<file path="src/rtl/shift_reg_cmd_sequencer.sv">
// Command sequencer for the load/shift register: buffers {op,data,count} commands
// in a small FIFO and expands each into a registered, bubble-free control stream.
module shift_reg_cmd_sequencer #(
    parameter int REG_WIDTH  = 8,
    parameter int FIFO_DEPTH = 4,
    parameter int CNT_WIDTH  = 4
) (
    input  logic                               clk,
    input  logic                               reset,
    input  logic                               cmd_valid,
    output logic                               cmd_ready,
    input  logic [1:0]                         cmd_op,
    input  logic [REG_WIDTH-1:0]               cmd_data,
    input  logic [CNT_WIDTH-1:0]               cmd_count,
    output logic                               load,
    output logic                               shift_left_right,
    output logic                               shift_en,
    output logic [REG_WIDTH-1:0]               data_in,
    output logic                               done,
    output logic                               busy,
    output logic [$clog2(FIFO_DEPTH+1)-1:0]    fifo_level
);

    localparam int PTR_W = $clog2(FIFO_DEPTH);
    localparam int LVL_W = $clog2(FIFO_DEPTH+1);

    typedef enum logic [1:0] {
        OP_LOAD = 2'b00,
        OP_SHL  = 2'b01,
        OP_SHR  = 2'b10,
        OP_NOP  = 2'b11
    } op_e;

    typedef enum logic {
        S_IDLE,
        S_RUN
    } state_e;

    op_e                  op_mem   [FIFO_DEPTH];
    logic [REG_WIDTH-1:0] data_mem [FIFO_DEPTH];
    logic [CNT_WIDTH-1:0] cnt_mem  [FIFO_DEPTH];

    logic [PTR_W-1:0] wr_ptr, rd_ptr;
    logic             full, empty, push, pop;

    state_e               state, state_n;
    op_e                  cur_op, cur_op_n;
    logic [REG_WIDTH-1:0] cur_data, cur_data_n;
    logic [CNT_WIDTH-1:0] rem, rem_n;

    logic                 load_n, slr_n, sen_n, done_n;
    logic [REG_WIDTH-1:0] din_n;

    op_e                  head_op;
    logic [REG_WIDTH-1:0] head_data;
    logic [CNT_WIDTH-1:0] head_count;

    assign full      = (fifo_level == LVL_W'(FIFO_DEPTH));
    assign empty     = (fifo_level == '0);
    assign cmd_ready = !full && !reset;
    assign push      = cmd_valid && cmd_ready;
    // Pop only uses the pre-edge level, so a push into an empty FIFO waits one edge.
    assign pop       = !empty && ((state == S_IDLE) || (rem == '0));
    assign busy      = (state == S_RUN) || !empty;

    assign head_op    = op_mem[rd_ptr];
    assign head_data  = data_mem[rd_ptr];
    assign head_count = cnt_mem[rd_ptr];

    always_ff @(posedge clk) begin
        if (push) begin
            op_mem[wr_ptr]   <= op_e'(cmd_op);
            data_mem[wr_ptr] <= cmd_data;
            cnt_mem[wr_ptr]  <= cmd_count;
        end
    end

    always_ff @(posedge clk) begin
        if (reset) begin
            wr_ptr     <= '0;
            rd_ptr     <= '0;
            fifo_level <= '0;
        end else begin
            if (push) wr_ptr <= wr_ptr + 1'b1;
            if (pop)  rd_ptr <= rd_ptr + 1'b1;
            case ({push, pop})
                2'b10:   fifo_level <= fifo_level + 1'b1;
                2'b01:   fifo_level <= fifo_level - 1'b1;
                default: fifo_level <= fifo_level;
            endcase
        end
    end

    always_ff @(posedge clk) begin
        if (reset) begin
            state    <= S_IDLE;
            cur_op   <= OP_NOP;
            cur_data <= '0;
            rem      <= '0;
        end else begin
            state    <= state_n;
            cur_op   <= cur_op_n;
            cur_data <= cur_data_n;
            rem      <= rem_n;
        end
    end

    always_comb begin
        state_n    = state;
        cur_op_n   = cur_op;
        cur_data_n = cur_data;
        rem_n      = rem;
        if (pop) begin
            state_n    = S_RUN;
            cur_op_n   = head_op;
            cur_data_n = head_data;
            rem_n      = (head_op == OP_LOAD) ? '0 : head_count;
        end else if (state == S_RUN) begin
            if (rem != '0) rem_n = rem - 1'b1;
            else           state_n = S_IDLE;
        end
    end

    // Control outputs are registered, so they trail the FSM state by one cycle.
    always_comb begin
        load_n = 1'b0;
        slr_n  = 1'b0;
        sen_n  = 1'b0;
        din_n  = '0;
        done_n = 1'b0;
        if (state == S_RUN) begin
            done_n = (rem == '0);
            unique case (cur_op)
                OP_LOAD: begin
                    load_n = 1'b1;
                    din_n  = cur_data;
                end
                OP_SHL: begin
                    sen_n = 1'b1;
                    slr_n = 1'b1;
                end
                OP_SHR:  sen_n = 1'b1;
                OP_NOP:  ;
            endcase
        end
    end

    always_ff @(posedge clk) begin
        if (reset) begin
            load             <= 1'b0;
            shift_left_right <= 1'b0;
            shift_en         <= 1'b0;
            data_in          <= '0;
            done             <= 1'b0;
        end else begin
            load             <= load_n;
            shift_left_right <= slr_n;
            shift_en         <= sen_n;
            data_in          <= din_n;
            done             <= done_n;
        end
    end

endmodule

</file>
<file path="config.mk">
export PLATFORM = sky130hd
export DESIGN_NAME = shift_reg_cmd_sequencer
export DESIGN_NICKNAME = d
export VERILOG_FILES = /design/src/rtl/shift_reg_cmd_sequencer.sv
export SDC_FILE = /design/constraint.sdc
export NUM_CORES = 1
export LEC_CHECK = 0
export ABC_AREA = 1
export CORE_MARGIN = 5
export CORE_UTILIZATION = 50
export DETAILED_ROUTE_END_ITERATION = 8
export PLACE_DENSITY = 0.71
export SETUP_SLACK_MARGIN = 0.2
export SYNTH_ARGS = -nofsm -noshare
export SYNTH_HDL_FRONTEND = slang
export SYNTH_SLANG_ARGS = --single-unit
</file>
<file path="constraint.sdc">
create_clock -name clk -period 4.3 [get_ports clk]
set_input_delay 0.43 -clock clk [delete_from_list [all_inputs] [get_ports clk]]
set_output_delay 0.43 -clock clk [all_outputs]
set_load 0.005 [all_outputs]
</file>
# Word level (Yosys, flattened, before mapping)
# Memories as Yosys holds them, arrays and structs flattened. A register that Yosys moved wholly into a read port is not among the register bits.
# Cells that the tools add are included.
[op_classes]
eq_ne = 5
mux = 17
addsub = 5
n_reduce_logical = 20
n_bitwise = 2
[op_table]
columns = ["op", "count"]
rows = [
  ["$mux 4", 4],
  ["$mux 1", 8],
  ["$mux 2", 4],
  ["$pmux 3 s2", 1],
  ["$reduce_bool 2->1", 3],
  ["$add 2x1->2 const B", 2],
  ["$eq 2x1->1 const B", 2],
  ["$eq 2x2->1 const B", 2],
  ["$logic_not 2->1", 2],
  ["$logic_not 4->1", 1],
  ["$reduce_bool 4->1", 1],
  ["$reduce_or 2->1", 2],
  ["$sub 4x1->4 const B", 1],
  ["$add 3x1->3 const B", 1],
  ["$eq 3x3->1 const B", 1],
  ["$logic_and 1x1->1", 3],
  ["$logic_not 1->1", 3],
  ["$logic_not 3->1", 1],
  ["$reduce_or 3->1", 1],
  ["$sub 3x1->3 const B", 1],
  ["$logic_or 1x1->1", 2],
  ["$not 1->1", 2],
  ["$reduce_and 2->1", 1],
]
[totals]
output_inout_bits = 17
n_memories = 3
wordCells = 63
mem_bits_rw = 56
input_bits = 17
reg_bits = 26
[memory_table]
columns = ["name", "words", "width", "rd", "rd_clocked_by_memory_dff", "write_ports", "line_no", "rtl"]
rows = [
  ["data_mem", 4, 8, 1, 1, 1, "40", "logic [REG_WIDTH-1:0] data_mem [FIFO_DEPTH];"],
  ["cnt_mem", 4, 4, 1, 1, 1, "41", "logic [CNT_WIDTH-1:0] cnt_mem [FIFO_DEPTH];"],
  ["op_mem", 4, 2, 1, 1, 1, "39", "op_e op_mem [FIFO_DEPTH];"],
]

# Logic depth before layout (Yosys ltp)
# Gate-level depths: netlist of the first run.
[depth]
word_depth = 6
depth_mapped = 15
mapped_depth_nobuf = 14

# Worst setup path after synthesis of the first run
# No wires, ideal clock.
[synth_path]
path_kind = "reg-to-reg"
start = "reg rem[0]"
end = "reg fifo_level[2]"
period_less_slack_ps = 2039
arrival_time_ps = 1969
stages_incl_launch_ff = 16
setup_slack_ps = 2261
setup_ps = 70
required_ps = 4230
n_path_buf = 1
path_cell_list = "dfxtp_1 > inv_1 > ha_1 > nand3_4 > nand2_4 > nand2_4 > inv_4 > buf_6 > ha_1 > inv_1 > fa_1 > nor2_1 > nor2_1 > nand2_1 > o21ai_0 > a21oi_1"
[synth_between]
elab_chain_len = 5
elab_cells_between_ends = 7
classes_between = "eq/ne: 2; mux: 1; reduce/logical: 4"
[synth_rtl]
columns = ["item", "line_no", "rtl"]
rows = [
  ["start, declared", "49", "logic [CNT_WIDTH-1:0] rem, rem_n;"],
  ["start signal, assigned", "104", "rem <= rem_n;"],
  ["$logic_not 4->1 *", "63", "assign pop = !empty && ((state == S_IDLE) || (rem == '0));"],
  ["$logic_or 1x1->1 *", "63", ""],
  ["$logic_and 1x1->1 *", "63", ""],
  ["$eq 2x1->1 / $eq 2x2->1 (equally long branches)", "86", "case ({push, pop})"],
  ["$pmux 3 s2 / $reduce_bool 2->1 (equally long branches)", "--", ""],
  ["end signal, assigned", "87", "2'b10: fifo_level <= fifo_level + 1'b1;"],
  ["end signal, assigned", "88", "2'b01: fifo_level <= fifo_level - 1'b1;"],
  ["end signal, assigned", "89", "default: fifo_level <= fifo_level;"],
  ["end, declared", "21", "output logic [$clog2(FIFO_DEPTH+1)-1:0] fifo_level"],
]
# Every way passes the cells marked *; elsewhere a longest branch is shown, timed or not.
# A chain may end at the register's enable or synchronous reset.

# Final worst setup path of the first run
[layout_path]
start = "in reset"
end = "mem data_mem[2][7], enable pin"
[layout_between]
elab_chain_len = 5
[layout_rtl]
columns = ["item", "line_no", "rtl"]
rows = [
  ["start, declared", "9", "input logic reset,"],
  ["$logic_not 1->1", "60", "assign cmd_ready = !full && !reset;"],
  ["$logic_and 1x1->1", "60", ""],
  ["$logic_and 1x1->1", "61", "assign push = cmd_valid && cmd_ready;"],
  ["$mux 1", "71", "if (push) begin"],
  ["$mux 1 (not written as such)", "73", "data_mem[wr_ptr] <= cmd_data;"],
  ["end, declared", "40", ""],
]
# Every way passes these cells.

==> summary.txt, run 1 <==
Outcome
  – Status: complete, no violations

Setup path
  – Startpoint Class: input pin
  – Reg2Reg Depth: 14
  – CP bufs+invs: 1
  – CP Capture Type: flip-flop
  – Slowest stage cell, crit path: nor2_1
  – Setup Crit Path Kind: in -> reg
  – CP endpoint: data_mem[2][7]
  – R2r setup slk: a little under 2 ns
  – FF-to-FF Start: rem[0]
  – WP data arrival: 2.41 ns
  – R2r endpoint: fifo_level[2]
  – Delay-heaviest family, CP: simple AND/OR/NAND/NOR gates
  – Sequence of cells on the critical path: clkdlybuf4s50_1 > a31oi_2 > nand2_1 > nor2_1
  – CP max stage delay: 0.94 ns
  – Worst setup path startpoint: reset
  – Critical path depth: 4
  – CP max FO: 14
  – Worst EP required: 4.27 ns

Final layout
  – Commonest non-fill, non-tap cell in the layout: nor2_1
  – Area growth syn-to-layout: 16.8%
  – Final Util: 0.588
  – Layout cells sized above 1: 0.105
  – Most frequent cells in the layout: nor2_1 (64), edfxtp_1 (56), dfxtp_1 (36), nand2_1 (33), clkdlybuf4s50_1 (33)
  – Antenna cells: 0
  – Final instance area: 0.00420 mm²
  – Fin nets: 391

Drt
  – Vias: roughly 2300
  – Routed vias/inst: between 4 and 5
  – Drt pass-1 iters: 4
  – Routed len/inst: between 10 and 15 µm
  – DR iter-0 viols: 151
  – Final WL: 6.17 mm
  – Final ANT Viol Nets: 0
  – DRC violations left: 0

Clock network
  – Register clock-pin slew on the reported worst setup and hold paths: approximately 0.08 ns
  – Root Driver: clkbuf_8
  – Resized Gates After CTS: 0
  – CTS tree: done
  – TritonCTS Sinks: a little over 90
  – H-tree levels: 3
  – Clock Latency Late Sink: 0.35 ns
  – Num CTS Buffers: 9
  – Clk buf depth: 2
  – Post-CTS Hold Buffers: 0
  – # Post-CTS Setup Buffers: 0

Power and ir drop
  – Design Power: 0.00239 W
  – Leakage: 1.57 nW
  – Cell Pwr Density: ~570 mW/mm²
  – Maximum vdd drop: 0.231 mV

Place
  – DP Wirelength: ~4.1 mm
  – Placer Congestion: 0.846
  – Port bufs: 33
  – Area after DPL: 0.00401 mm²

Logic synthesis
  – EDFF count, synth: 56
  – Post-synthesis sequential area ratio: 0.669
  – Net count after synthesis: 354
  – Distinct cells, synth: 27
  – Synthesized instance count: roughly 330
  – Post-synth top flop: edfxtp_1
  – FFs w/ async S/R, synth: 0
  – YS warnings: 0
  – Synth Cell Area: 0.00359 mm²
  – FF+latch count, synth: 92
  – Syn avg cell area: 11.0 µm²

Worst hold path
  – Worst min path class: reg -> reg
  – Hold Path Cell Cnt: 2

STA
  – Post-layout min period: 2.45 ns
  – Worst slew margin: 0.204
  – Period utilisation layout: 0.569
  – WHS: 0.429 ns
  – Slew Viols, Final: 0
  – Fmax: about 0.41 GHz
  – Worst slew pin tran: between 1 and 1.5 ns
  – Setup TNS: 0 ns
  – Clock skew: 0.00714 ns
  – Unrepaired setup endpoints after global routing: no
  – Final Hold Vio Count: 0
  – Final setup fails: 0

Die
  – Total die area: 0.00898 mm²
  – Core area: ~0.007 mm²
  – Die Wd: 94.8 µm
  – IO Pins: 34
  – Cell Rows: 31
  – Die Y: roughly 95 µm
  – Initial Util: 0.504

Global routing
  – Global-route wire length before repair: 10.6 mm
  – Vias in the first global route: 2224
  – All-Layer GR Usage: 0.155
  – Grt ovf: 0
  – Antenna violations before repair: 0
  – Pin count of the biggest net entering global routing: 21

Flow run
  – Number of max-cap violations: 0
==> power breakdown <==
part / total [W] / internal (W) / switching, W
Combinational: 0.000696 / 0.000264 / 0.000432
Clock: 0.000556 / 0.000269 / 0.000287
Sequential: 0.00113 / 0.00104 / 0.0000948
Total: 0.00239 / 0.00157 / 0.000814
==> cell type report <==
| cell class | count | area [µm²] |
|---|---|---|
| Clock buffer | 10 | 128 |
| Timing Repair Buffer | 36 | 353 |
| Sequential cell | 92 | 2400 |
| Clock inverter | 6 | 63.8 |
| Fill cell | 620 | 2940 |
| Tap cell | 99 | 124 |
| Inverter | 34 | 130 |
| Multi-Input combinational cell | 192 | 996 |
==> registers in the layout, indices dropped and copies added, names as in the netlist, 2 cells and up, named ones only <==
signal,count
data_mem,32
cnt_mem,16
cur_data,8
data_in,8
op_mem,8
rem,4
fifo_level,3
cur_op,2
rd_ptr,2
wr_ptr,2
==> tightest hold or removal path: stages (launching register included) <==
cell and delay (ns):
dfxtp_1 0.31, inv_1 0.05, nor2_1 0.03
==> layer usage <==
layer	share of wire	up-vias	track usage
li1	-	1171	-
met1	0.46	1066	0.197
met2	0.47	63	0.246
met3	0.061	6	0.0375
met4	0.0097	0	0.0805
met5	0	-	0
==> through the flow <==
step | worst slack (ns) | cells
after floorplan | 2.26 | 328
after global placement | 1.54 | 453
after detailed placement | 1.42 | 453
after CTS | 1.79 | 469
after global routing | 1.66 | 469
final | 1.85 | 469
==> worst min path at each step <==
| stage | from | endpoint | slack (ns) |
|---|---|---|---|
| 3_3_place_gp | cur_data[6] | data_in[6] | 0.42 |
| 6_report | cur_data[3] | data_in[3] | 0.43 |
| 2_1_floorplan | cur_data[0] | data_in[0] | 0.41 |
| 3_5_place_dp | cur_data[4] | data_in[4] | 0.42 |
| 5_1_grt | cur_data[1] | data_in[1] | 0.46 |
| 4_1_cts | cur_data[3] | data_in[3] | 0.43 |
==> cells by family after synthesis <==
family                     Yosys count  synth area share
adders and majority gates            9            0.0334
and+or+nand+nor                    120             0.146
DFF                                 92             0.669
buffers and inverters               44            0.0543
xor gates and xnor gates             2           0.00488
AOI/OAI and AO/OA                   61            0.0933
==> Yosys cell counts, types with 2 or more instances <==
master,number,area (µm²)
edfxtp_1,56,1680
nand3_1,14,70.1
nand3_2,3,30.0
nor2_1,64,240
ha_1,8,100
nand2_1,33,124
xor2_1,2,17.5
o22ai_1,9,56.3
nand2_4,2,22.5
clkbuf_1,2,7.51
a21oi_2,3,26.3
dfxtp_1,36,721
o21ai_0,30,150
inv_1,24,90.1
inv_2,9,33.8
a21oi_1,9,45.0
o21ai_1,9,45.0
buf_6,2,22.5
buf_4,2,15.0
buf_2,4,20.0
No activity file was read; power rests on OpenSTA's default activity.
==> inputs of run 2 (changes only) <==
--- a/config.mk
+++ b/config.mk
@@ -9,7 +9,7 @@
 export CORE_MARGIN = 5
 export CORE_UTILIZATION = 50
 export DETAILED_ROUTE_END_ITERATION = 8
-export PLACE_DENSITY = 0.71
+export PLACE_DENSITY = 0.74
 export SETUP_SLACK_MARGIN = 0.2
 export SYNTH_ARGS = -nofsm -noshare
 export SYNTH_HDL_FRONTEND = slang
==> constraint.sdc (replaced) <==
create_clock -name clk -period 1.97 [get_ports clk]
set_input_delay 0.197 -clock clk [delete_from_list [all_inputs] [get_ports clk]]
set_output_delay 0.197 -clock clk [all_outputs]
set_load 0.005 [all_outputs]
==> run 2 against run 1 <==
Against the previous run:
- sequential share of layout area is 3.0 points lower
- combinational power rose to 2.6 times the previous value
- count of clock-buffer cells in the layout is 2 higher
- global-route usage increased by 0.66 points
- design area increased by 5.8%
- critical path depth grew 9
- cell count grew 4.3%
- largest cell class unchanged
- critical endpoint is now fifo_level[2]
- via count grew 3.8%
- clock skew down 0.0017 ns
- hold slack gained 0.00082 ns
- die area stayed put
==> summary.txt, run 2 (synthesized netlist as in run 1, its figures left out) <==
Final layout
  – Max FFs per register: 32
  – # fillers: 582
  – Layout cells sized above 1: 0.185
  – Largest registers: data_mem x32, cnt_mem x16
  – Area growth syn-to-layout: 23.5%
  – Fin nets: 411
  – Most frequent cells in the layout: nor2_1 (63), edfxtp_1 (56), nand2_1 (33), dfxtp_1 (32), clkdlybuf4s50_1 (31)
  – Non-Filler Instances: 489
  – Commonest non-fill, non-tap cell in the layout: nor2_1
  – Largest Register: data_mem
  – Antenna cells: 0

Power and ir drop
  – Maximum vdd drop: 0.490 mV
  – Reg power frac: 0.440
  – Sw Ratio: 0.337
  – Leakage: roughly 1.7 nW
  – Combinational share of power: 0.329
  – Internal: 0.00370 W
  – Clock Power Share: 0.231
  – Cell Pwr Density: 1260 mW/mm²
  – Design Power: 0.00558 W
  – Net switching power: around 0.0019 W

STA
  – Setup WS post-layout: 0.143 ns
  – Post-layout min period: around 1.8 ns
  – Clock skew: 0.00541 ns
  – Unrepaired setup endpoints after global routing: yes
  – Final Hold Vio Count: 0
  – WHS: 0.429 ns
  – Final setup fails: 0
  – Worst slew pin tran: 0.360 ns
  – Fmax: 0.547 GHz
  – Worst slew margin: 0.760
  – Slew Viols, Final: 0
  – Period utilisation layout: 0.928
  – Setup TNS: 0 ns

Clock network
  – Root Driver: clkbuf_8
  – CTS tree: done
  – Post-CTS Hold Buffers: 0
  – Register clock-pin slew on the reported worst setup and hold paths: 0.09 ns
  – Clock Latency Late Sink: approximately 0.35 ns
  – H-tree levels: 3
  – TritonCTS Sinks: 92
  – Clk buf depth: 2
  – Num CTS Buffers: 9

Setup path
  – Setup Crit Path Kind: reg -> reg
  – FF-to-FF Start: rem[0]
  – Sequence of cells on the critical path: inv_2 > ha_4 > nand3_4 > nand2_4 > nand2_4 > inv_4 > ha_4 > inv_2 > fa_2 > nand2_1 > nand2_1 > o21ai_0 > a21oi_1
  – Worst EP required: 2.22 ns
  – Delay-heaviest family, CP: adder cells
  – Worst setup path startpoint: rem[0]
  – CP max FO: 3
  – Slowest stage cell, crit path: fa_2
  – WP data arrival: 2.08 ns
  – CP max stage delay: ~0.34 ns
  – Startpoint Class: flip-flop
  – CP Capture Type: flip-flop
  – CP bufs+invs: 3

Place
  – Setup WS pre-CTS: ~0.025 ns
  – Placed Cells: 464
  – Port bufs: 33
  – Placer Congestion: 0.760
  – DP Wirelength: 4.39 mm

Drt
  – Vias: approximately 2400
  – DR iter-0 viols: 99
  – Drt pass-1 iters: 4
  – Routed len/inst: 13.4 µm
  – Routed vias/inst: 4.89
  – Final WL: 6.58 mm
  – Final ANT Viol Nets: 0
  – DRC violations left: 0

Worst hold path
  – Worst min path class: reg -> reg
  – HP Start: cur_data[0]

Outcome
  – Status: complete, no violations

Global routing
  – All-Layer GR Usage: 0.162
  – Global-route wire length before repair: roughly 11 mm
  – Vias in the first global route: 2294
  – Antenna violations before repair: 0
  – Pin count of the biggest net entering global routing: 21
  – Grt ovf: 0

Die
  – Cell Rows: 31
  – IO Pins: 34
  – Die Wd: ~95 µm
  – Die Y: 94.8 µm
  – Total die area: 0.00898 mm²
  – Initial Util: 0.504
  – Core area: 0.00714 mm²

Flow run
  – Number of max-cap violations: 0
-- run 2: cell count changes in the layout (fill, tap and decap cells not counted), moves of 2 or more --
cell | previous run | this run
ha_4 | 0 | 2
clkdlybuf4s50_1 | 33 | 31
dfxtp_2 | 0 | 4
clkbuf_16 | 0 | 2
inv_1 | 24 | 21
buf_4 | 3 | 21
ha_1 | 8 | 6
dfxtp_1 | 36 | 32
inv_2 | 9 | 12
-- run 2: final timing paths --
check             endpoint  slack, ns  cells after the start
max          fifo_level[2]       0.14                     13
max reg2reg  fifo_level[2]       0.14                     13
min reg2reg     data_in[0]       0.43                      2
min             data_in[0]       0.43                      2
-- run 2: power groups by stage --
stage | sequential [W] | combinational [W] | clock (W)
5_1_grt | 0.00248 | 0.00210 | 0.00140
4_1_cts | 0.00245 | 0.00180 | 0.00131
3_5_place_dp | 0.00249 | 0.00168 | 0
6_report | 0.00245 | 0.00184 | 0.00129
3_3_place_gp | 0.00248 | 0.00162 | 0
2_1_floorplan | 0.00242 | 0.00130 | 0
-- run 2: area by class of cell --
class / instances / area [µm²] / area share
timing repair buffer: 56 / 520 / 0.117
tap: 99 / 124 / 0.0279
inverter: 34 / 130 / 0.0293
sequential: 92 / 2410 / 0.542
clock inverter: 4 / 27.5 / 0.00620
multi-input combinational: 192 / 1040 / 0.235
clock buffer: 12 / 188 / 0.0423
-- run 2: worst register-to-register path, stage by stage, from the launching register on --
cell     delay [ns]
dfxtp_2        0.33
inv_2          0.08
ha_4           0.15
nand3_4        0.07
nand2_4        0.07
nand2_4        0.06
inv_4          0.06
ha_4           0.12
inv_2          0.04
fa_2           0.34
nand2_1        0.09
nand2_1        0.07
o21ai_0        0.17
a21oi_1        0.06
-- run 2: stage by stage --
stage / utilization / area [µm²]
2_1_floorplan: - / 3620
3_3_place_gp: 0.578 / 4130
3_5_place_dp: 0.578 / 4130
4_1_cts: 0.620 / 4430
5_1_grt: 0.622 / 4440
6_report: 0.622 / 4440
-- run 2: layer usage --
| metal | wire, µm | vias to the layer above | track usage |
|---|---|---|---|
| met5 | 0 | - | 0 |
| met4 | 163 | 0 | 0.0781 |
| met3 | 356 | 18 | 0.0446 |
| met2 | 3130 | 57 | 0.252 |
| met1 | 2930 | 1098 | 0.208 |
| li1 | - | 1220 | - |
-- run 2: repair_timing --
action / in CTS / in global routing
pin swaps: 4 / 2
setup endpoints to repair: 4 / 3
resized for setup: 8 / 2
hold endpoints to repair: 0 / 0
setup buffers: 8 / 1
==> inputs of run 3 (changes only) <==
--- a/config.mk
+++ b/config.mk
@@ -5,11 +5,12 @@
 export SDC_FILE = /design/constraint.sdc
 export NUM_CORES = 1
 export LEC_CHECK = 0
-export ABC_AREA = 1
+export CAP_MARGIN = 25
 export CORE_MARGIN = 5
 export CORE_UTILIZATION = 50
 export DETAILED_ROUTE_END_ITERATION = 8
-export PLACE_DENSITY = 0.74
+export DONT_BUFFER_PORTS = 1
+export PLACE_DENSITY = 0.68
 export SETUP_SLACK_MARGIN = 0.2
 export SYNTH_ARGS = -nofsm -noshare
 export SYNTH_HDL_FRONTEND = slang
==> run 3 against run 2 <==
Against the previous run:
- the run now ends with negative hold slack, negative setup slack left
- count of clock-buffer cells in the layout stayed put
- combinational power is 12% lower
- synthesized cell count is 29% lower
- sequential cell count stayed put
- utilization is 1.2 points lower
- die area is 1.8% lower
- sequential share of layout area is 3.5 points higher
- clock power is 9% lower
- non-clock buffer count is 15 lower
- design area is 6.1% lower
- global-route usage is 0.92 points lower
- first-iteration DRC count is 2.0% lower
- critical path type unchanged
- largest cell class unchanged
- largest power group unchanged
==> summary.txt, run 3 <==
Outcome
  – Status: finished with violations
  – Failing checks: negative hold slack, negative setup slack

Setup path
  – Critical path depth: 11
  – Startpoint Class: flip-flop
  – Delay-heaviest family, CP: adder cells
  – WP data arrival: 2.38 ns
  – Most frequent cell on the critical path: inv_2
  – CP max stage delay: approximately 0.34 ns
  – Slowest stage cell, crit path: dfxtp_2
  – CP max FO: 2
  – Worst EP required: 2.26 ns
  – Sequence of cells on the critical path: inv_2 > ha_4 > nor3b_4 > o21ai_4 > inv_2 > ha_4 > inv_2 > fa_2 > xor2_2 > or3_4 > a21oi_2
  – CP bufs+invs: 3
  – CP Capture Type: flip-flop
  – R2r setup slk: -0.12 ns
  – Reg2Reg Depth: 11
  – Setup Crit Path Kind: reg -> reg

Drt
  – Vias: 1896
  – DR iter-0 viols: 97
  – Routed len/inst: approximately 16 µm
  – Final ANT Viol Nets: 0
  – DRC violations left: 0
  – Drt pass-1 iters: 4
  – Routed vias/inst: 5.06
  – Final WL: between 5 and 6 mm

Die
  – Initial Util: 0.516
  – Die Y: approximately 94 µm
  – IO Pins: 34
  – Die Wd: 93.9 µm
  – Core area: 0.00683 mm²
  – Total die area: roughly 0.0088 mm²
  – Cell Rows: 30

Power and ir drop
  – Maximum vdd drop: 0.583 mV
  – Net switching power: 0.00156 W
  – Clock Power Share: 0.222
  – Cell Pwr Density: 1260 mW/mm²
  – Combinational share of power: 0.309
  – Internal: 0.00370 W
  – Reg power frac: 0.469
  – Sw Ratio: 0.296
  – Leakage: 1.49 nW

Final layout
  – Layout cells sized above 1: 0.280
  – Commonest non-fill, non-tap cell in the layout: edfxtp_1
  – Largest registers: data_mem x32, cnt_mem x16
  – Fin nets: 300
  – # fillers: 545
  – Footprint of the multi-input gates: 0.00107 mm²
  – Most frequent cells in the layout: edfxtp_1 (56), dfxtp_1 (32), buf_4 (25), nand2_1 (19), dlygate4sd3_1 (15)
  – Max FFs per register: 32
  – Largest Register: data_mem
  – Antenna cells: 0
  – Register area: 0.00241 mm²
  – Area growth syn-to-layout: 18.4%

Logic synthesis
  – Synth Cell Area: about 0.0035 mm²
  – Synthesized instance count: 232
  – Count leader, synth: edfxtp_1
  – Post-synthesis sequential area ratio: 0.682
  – FFs w/ async S/R, synth: 0
  – EDFF count, synth: 56
  – Post-synth top area share: 0.477
  – Distinct cells, synth: 37
  – FF+latch count, synth: 92
  – Post-synth top flop: edfxtp_1
  – YS warnings: 0
  – Synth area leaders: edfxtp_1 (48%), dfxtp_1 (20%), mux4_2 (9.0%)
  – Syn avg cell area: 15.2 µm²
  – Net count after synthesis: 258
  – Synth area leader: edfxtp_1
  – Top post-synthesis cells by count: edfxtp_1 (56), dfxtp_1 (36), nand2_1 (19)

STA
  – Final Hold Vio Count: 24
  – Unrepaired setup endpoints after global routing: yes
  – WHS: -0.0973 ns
  – Worst slew margin: 0.658
  – Post-layout min period: 2.09 ns
  – Setup WS post-layout: -0.117 ns
  – Slew Viols, Final: 0
  – Fmax: approximately 0.48 GHz
  – Period utilisation layout: 1.06
  – Final setup fails: 1
  – Worst slew pin tran: about 0.51 ns
  – Clock skew: 0.00704 ns

Global routing
  – Pin count of the biggest net entering global routing: 28
  – Met3 usage: 0.0272
  – All-Layer GR Usage: 0.152
  – Met1 usage: 0.206
  – Met2 usage: 0.239
  – Vias in the first global route: around 2000
  – Busiest layer in global routing: met2
  – Global-route wire length before repair: approximately 10 mm
  – Grt ovf: 0
  – Antenna violations before repair: 0

Worst hold path
  – Worst min path class: in -> reg
  – Hold Path Cell Cnt: 1

Clock network
  – TritonCTS Sinks: 92
  – Register clock-pin slew on the reported worst setup and hold paths: approximately 0.08 ns
  – H-tree levels: 3
  – Clk buf depth: 2
  – Root Driver: clkbuf_8
  – CTS tree: done
  – Num CTS Buffers: 9
  – Clock Latency Late Sink: 0.35 ns
  – Post-CTS Hold Buffers: 15

Place
  – Setup WS pre-CTS: -0.117 ns
  – Placer Congestion: around 0.74
  – Port bufs: 0
  – DP Wirelength: 3.87 mm

Flow run
  – Number of max-cap violations: 0
-- run 3: cell count changes in the layout (fill, tap and decap cells not counted), sizes merged, moves of 4 or more --
cell	before	now
nand3	18	2
and3	1	8
o21ai	39	2
nor2	64	14
and2	0	7
dlygate4sd3	0	15
o22ai	9	0
inv	34	13
mux4	0	14
nand2	36	19
nor3	0	4
clkdlybuf4s50	31	0
-- run 3: kinds of logic (layout without fill, tap and decap cells) --
| family | Yosys count | after routing | share of synthesized area |
|---|---|---|---|
| flops | 92 | 92 | 0.682 |
| xor+xnor | 6 | 6 | 0.0149 |
| compound gates | 29 | 29 | 0.0639 |
| fa+ha+maj | 9 | 9 | 0.0341 |
| mux | 14 | 14 | 0.0895 |
| buf+inv | 23 | 70 | 0.0327 |
| simple gates | 59 | 59 | 0.0828 |
-- run 3: power by group through the flow --
stage | combinational (W) | clock [W] | sequential (W)
after floorplan | 0.00117 | 0 | 0.00243
after global placement | 0.00143 | 0 | 0.00249
after detailed placement | 0.00145 | 0 | 0.00251
after CTS | 0.00156 | 0.00120 | 0.00246
after global routing | 0.00180 | 0.00129 | 0.00250
final | 0.00162 | 0.00117 | 0.00246
-- run 3: cell type report --
cell class,count,area share
well taps,96,0.0288
multi-input cells,117,0.256
clock inverters,4,0.0102
inverters,13,0.0117
flip-flops and latches,92,0.577
repair buffers,41,0.0837
clock buffers,12,0.0324
-- run 3: stage by stage --
stage | cell area (µm²) | utilization | total power, W | TNS [ns] | std cells
after detailed placement | 3770 | 0.552 | 0.00395 | -0.117 | 339
final | 4170 | 0.610 | 0.00526 | -0.117 | 375
after global placement | 3770 | 0.552 | 0.00392 | -0.0665 | 339
after CTS | 4140 | 0.606 | 0.00523 | -0.0891 | 373
after global routing | 4170 | 0.610 | 0.00558 | -0.250 | 375
after floorplan | 3570 | - | 0.00361 | -0.388 | 232
-- run 3: path summary, 6_finish.rpt --
path	start	to
max	rem[0]	fifo_level[2]
min	reset	fifo_level[2]
max reg2reg	rem[0]	fifo_level[2]
min reg2reg	cur_data[3]	cur_data[3]
-- run 3: what timing repair did --
| action | in CTS | in global routing |
|---|---|---|
| cloned | 0 | 0 |
| endpoints found under the hold margin | 81 | 24 |
| setup endpoints to repair | 2 | 61 |
| resized for setup | 3 | 5 |
| pin swaps | 4 | 3 |
| setup buffers | 3 | 2 |
-- run 3: worst reg2reg max path, stage by stage (launching register included) --
cell and delay, ns:
dfxtp_2 0.34, inv_2 0.07, ha_4 0.13, nor3b_4 0.23, o21ai_4 0.07, inv_2 0.08
ha_4 0.14, inv_2 0.03, fa_2 0.34, xor2_2 0.16, or3_4 0.33, a21oi_2 0.11
-- run 3: per-layer routing --
layer	share of wire	vias up
li1	-	929
met1	0.46	921
met2	0.50	38
met3	0.033	8
met4	0.016	0
met5	0	-
